### config.mk
export PLATFORM = sky130hd
export DESIGN_NAME = washer_sat_timer
export DESIGN_NICKNAME = d
export VERILOG_FILES = /design/src/rtl/washer_pkg.sv /design/src/rtl/washer_sat_timer.sv
export SDC_FILE = /design/constraint.sdc
export NUM_CORES = 1
export LEC_CHECK = 0
export ABC_AREA = 1
export CELL_PAD_IN_SITES_DETAIL_PLACEMENT = 0
export CELL_PAD_IN_SITES_GLOBAL_PLACEMENT = 1
export CORE_AREA = 2 2 39 41
export CTS_CLUSTER_SIZE = 20
export DETAILED_ROUTE_END_ITERATION = 10
export DIE_AREA = 0 0 41 43
export HOLD_SLACK_MARGIN = 0.12
export MAX_ROUTING_LAYER = met4
export PLACE_DENSITY_LB_ADDON = 0.1
export REMOVE_ABC_BUFFERS = 1
export SYNTH_ARGS = -nofsm -noshare
export SYNTH_HDL_FRONTEND = slang
export SYNTH_SLANG_ARGS = --single-unit
### constraint.sdc
create_clock -name clk -period 1.3 [get_ports clk]
set_input_delay 0.26 -clock clk [delete_from_list [all_inputs] [get_ports clk]]
set_output_delay 0.26 -clock clk [all_outputs]
set_load 0.01 [all_outputs]
### src/rtl/washer_pkg.sv
// Shared constants and width helpers for the washer plant model and its controller bench.
package washer_pkg;

  localparam int DEF_FILL_CYCLES  = 8;
  localparam int DEF_DRAIN_CYCLES = 8;
  localparam int DEF_WASH_CYCLES  = 16;
  localparam int DEF_SPIN_CYCLES  = 12;
  localparam int DEF_DET_CYCLES   = 4;

  // Level must hold values up to the larger of the fill and drain travel.
  function automatic int levelWidth(input int fillCycles, input int drainCycles);
    return $clog2((fillCycles > drainCycles) ? fillCycles : drainCycles) + 1;
  endfunction

  function automatic int timerWidth(input int limit);
    return $clog2(limit + 1);
  endfunction

endpackage

### src/rtl/washer_sat_timer.sv
// Saturating up-counter with synchronous clear; flags when the limit has been reached.
module washer_sat_timer
  import washer_pkg::*;
#(
  parameter int LIMIT = DEF_WASH_CYCLES
) (
  input  logic clk,
  input  logic reset,
  input  logic en_i,
  input  logic clr_i,
  output logic at_max_o
);

  localparam int W = timerWidth(LIMIT);
  localparam logic [W-1:0] LIM = W'(LIMIT);

  logic [W-1:0] count_q, count_d;

  // Clear wins over enable so a dropped command always restarts the interval.
  always_comb begin
    count_d = count_q;
    if (clr_i) begin
      count_d = '0;
    end else if (en_i && (count_q != LIM)) begin
      count_d = count_q + W'(1);
    end
  end

  always_ff @(posedge clk or posedge reset) begin
    if (reset) begin
      count_q <= '0;
    end else begin
      count_q <= count_d;
    end
  end

  assign at_max_o = (count_q == LIM);

endmodule

Yosys cells after proc, flatten, opt, wreduce, memory -nomap -nowiden --
Index checks and enable logic that the tools add are counted. W data, S select, Z words.
Storage, ports and cells: register bits 5, bits in latches 0, memory bits (writable) 0, bits in read-only memories 0, input bits 4, output and inout port bits 1, logic and storage cells 8, memories 0
Operators by class: add/sub/neg operators 1, multiply operators 0, div/mod/pow operators 0, order comparisons 0, equality and inequality tests 2, shift operators 0, multiplexer cells 2, bitwise logic cells 0, reductions and logical operators 2
Operators with widths (number):
- $mux W5 | 2
- $add A5 B1 Y5 const B | 1
- $eq A5 B5 Y1 const B | 1
- $ne A5 B5 Y1 const B | 1
- $reduce_bool A2 Y1 | 1
- $logic_and A1 B1 Y1 | 1

Logic depth before layout (Yosys ltp) --
word-level depth 4, gate-level depth with buffers 9, depth with buffers taken out 9

Least setup slack after synthesis --
No wires, ideal clock.
path kind register to output, from register count_q[0], to output port at_max_o, arrival 908 ps, required time 1040 ps, slack 132 ps, stages on the path, launching flop included 7, path buffers 0, cells stage by stage dfrtp_1 inv_1 ha_1 nand2_1 inv_1 nand2_4 inv_1
On the way: cells in the longest elaborated chain, start to end 1
RTL lines:
- from (decl) | RTL line washer_sat_timer.sv:17 | logic [W-1:0] count_q, count_d;
- from (signal assigned) | RTL line washer_sat_timer.sv:33 | count_q <= count_d;
- $eq A5 B5 Y1 | RTL line washer_sat_timer.sv:37 | assign at_max_o = (count_q == LIM);
- to (decl) | RTL line washer_sat_timer.sv:11 | output logic at_max_o
Every way passes these cells.

Final worst setup path --
from register count_q[1], to output port at_max_o
The elaborated chain is that of the path after synthesis.

==> metrics.yaml <==
synthesis:
  syn_inst: 41
  seq_area_frac_synth: 0.3676
  ys_types: 13
  synth_seq_cells: 5
  postSynthAreaPerCell_um2: 8.301
  yosysWarnings: 0
  syn_area_um2: 340.3
die:
  rows: 14
  core-area_um2: 1384
  io_pins: 5
  start_util: 0.2459
  die_h_um: 43
  dieArea_um2: 1763
  die_x_um: 41
clock_network:
  cts_tree: "built"
  cts_buffer_depth: 2
  cts_max_level: 1
  insertion_delay_ns: 0.24
  cts_made_buffers: 3
  root_buffer: "clkbuf_4"
  hold_buffers: 0
  clock_sink_count: 5
  clkTransAtPathRegs_ns: 0.05
cells_and_area:
  mostFrequentLayoutCells: "buf_4 (12), inv_1 (5), nand4_1 (5), dfrtp_1 (5)"
  final_nets: 68
  areaGrowthSynthToFinish_pct: 56.62
  final_common_cell: "buf_4"
  reg_top3: "count_q (5)"
  largest_reg_flops: 5
  n_antenna_cell: 0
  layout-drive-gt1-share: 0.4918
  final_util: 0.3852
  max_flop_register: "count_q"
power_and_ir_drop:
  power_frac_comb: 0.209
  pwr-share-clk: 0.408
  seqPwrFrac: 0.384
  p_switching_uw: 102.9
  sw_frac_of_total: 0.2387
  power.internal_uw: 328.2
  ir_drop_mv: 0.4316
  power_leakage_nw: 0.2780
  powerDensity_nw_per_um2: 808.7
timing:
  finalCritPeriodShare: 1.048
  rsz0062_at_grt: "yes"
  tightest_slew_ns: 0.2599
  final.setup.tns_ns: -0.06292
  skew_ns: 0.005213
  final_hold_viol_count: 0
  finalSetupViolCount: 1
  finalCriticalPeriod_ns: 1.363
  drv_slew: 0
  clock.fmax_mhz: 733.7
  slew-limit-headroom: 0.8265
  hold_ws_ns: 0.2237
  setup_slack_ns: -0.06292
global_route:
  grt_pass1_wl_um: 1228
  grt_max_degree: 8
  overflow: 0
  grtUsageTotal: 0.1078
  antenna_found_initial: 0
  grt_pass1_vias: 309
critical_path:
  critPathTopFamily: "flip-flops"
  start_kind: "flip-flop"
  crit_top_cell: "inv_2"
  critPathArrivalTime_ns: 1.10
  max_stage_delay_ns: 0.38
  endpoint_kind: "output port"
  crit_slowest_cell: "dfrtp_1"
  critPathRequiredTime_ns: 1.04
  critPathBufInv: 4
  cp_max_fo: 2
  critPathKind: "reg2out"
  crit_chain: "inv_2 -> ha_4 -> nand2_2 -> inv_2 -> nand2_4 -> inv_2 -> buf_6"
drt:
  wirelength_um: 707
  avgViaCountPerCell: 4.143
  drc: 0
  wire_per_inst_um: 9.182
  postRouteAntennaNets: 0
  drt_iter0_drc: 0
  dr.pass1.iters: 1
  num_vias: 319
outcome:
  violations: "negative setup slack"
  status: "finished with violations"
placement:
  place_hpwl_um: 575.5
  port_buffers: 4
  gp_congestion: 0.7811
worst_hold_path:
  hold_class: "in2async"
run:
  maxCapViolCount: 0
per-stage QoR:
stage | setup slack, ns | area [um2] | total power, mW | cells
detailed placement | -0.2940 | 460.4 | 0.2352 | 69
global route | -0.1168 | 533.0 | 0.4670 | 77
global placement | -0.2967 | 460.4 | 0.2345 | 69
finish | -0.06292 | 533.0 | 0.4310 | 77
CTS | -0.06174 | 518.0 | 0.4327 | 75
floorplan | 0.1317 | 340.3 | 0.1983 | 41
cells in the mapped netlist:
library cell | count | share of area
dfrtp_1 | 5 | 0.37
nor2_1 | 2 | 0.022
nand4_1 | 5 | 0.092
o21ai_2 | 2 | 0.051
nand2_1 | 5 | 0.055
inv_1 | 9 | 0.099
nor2_2 | 1 | 0.018
nand2_2 | 2 | 0.037
xor2_1 | 1 | 0.026
nand2_4 | 3 | 0.099
nand3_1 | 3 | 0.044
o21ai_0 | 1 | 0.015
ha_1 | 2 | 0.074
what timing repair did:
action / in CTS / in global routing
pin swaps: 2 / 1
buffers inserted: 2 / 2
endpoints found under the setup margin: 2 / 2
hold endpoints to repair: 0 / 0
resized for setup: 12 / 0
gates cloned: 0 / 0
final cells by class:
cell class | count | area [um2]
timing repair buffer | 16 | 131.4
fill | 149 | 850.8
inverter | 9 | 33.78
clock buffer | 4 | 26.28
tap | 16 | 20.02
multi-input combinational | 27 | 196.4
sequential | 5 | 125.1
metal layers:
layer	up-vias	wire length (um)	global-route usage
met1	140	327	0.1283
met4	0	4	0.06000
met2	4	352	0.1563
met5	-	0	-
met3	2	23	0.03141
li1	173	-	-
worst reg2reg max path, cell delays in order (launching register included):
cell     delay, ns
dfrtp_1       0.38
inv_2         0.08
ha_4          0.13
nand2_2       0.04
inv_2         0.06
nand2_4       0.04
buf_4         0.15
nand2_4       0.07
nand2_4       0.06
nand2_2       0.07
nand2_2       0.04
logic make-up (layout without fill, tap and decap cells):
kind of cell | Yosys count | in the layout | synth area share
xor+xnor | 1 | 1 | 0.02574
flops | 5 | 5 | 0.3676
fa+ha+maj | 2 | 2 | 0.07352
simple gates | 21 | 21 | 0.3676
compound gates | 3 | 3 | 0.06617
buf+inv | 9 | 29 | 0.09926
final timing paths:
check	depth (start not counted)	end	slack (ns)	start
max	7	at_max_o	-0.06	count_q[1]
min reg2reg	4	count_q[4]	0.61	count_q[4]
min in group clk	4	count_q[4]	0.61	count_q[4]
max in group asynchronous	2	count_q[0]	0.89	reset
min	2	count_q[4]	0.22	reset
max reg2reg	10	count_q[3]	0.06	count_q[1]
power by group through the flow:
| stage | registers [mW] | clock network (mW) | logic [mW] |
|---|---|---|---|
| finish | 0.165 | 0.176 | 0.0899 |
| global route | 0.166 | 0.200 | 0.101 |
| CTS | 0.165 | 0.184 | 0.0834 |
| detailed placement | 0.167 | 0 | 0.0686 |
| global placement | 0.167 | 0 | 0.0676 |
| floorplan | 0.169 | 0 | 0.0294 |
Power figures use the tool's default switching activity.
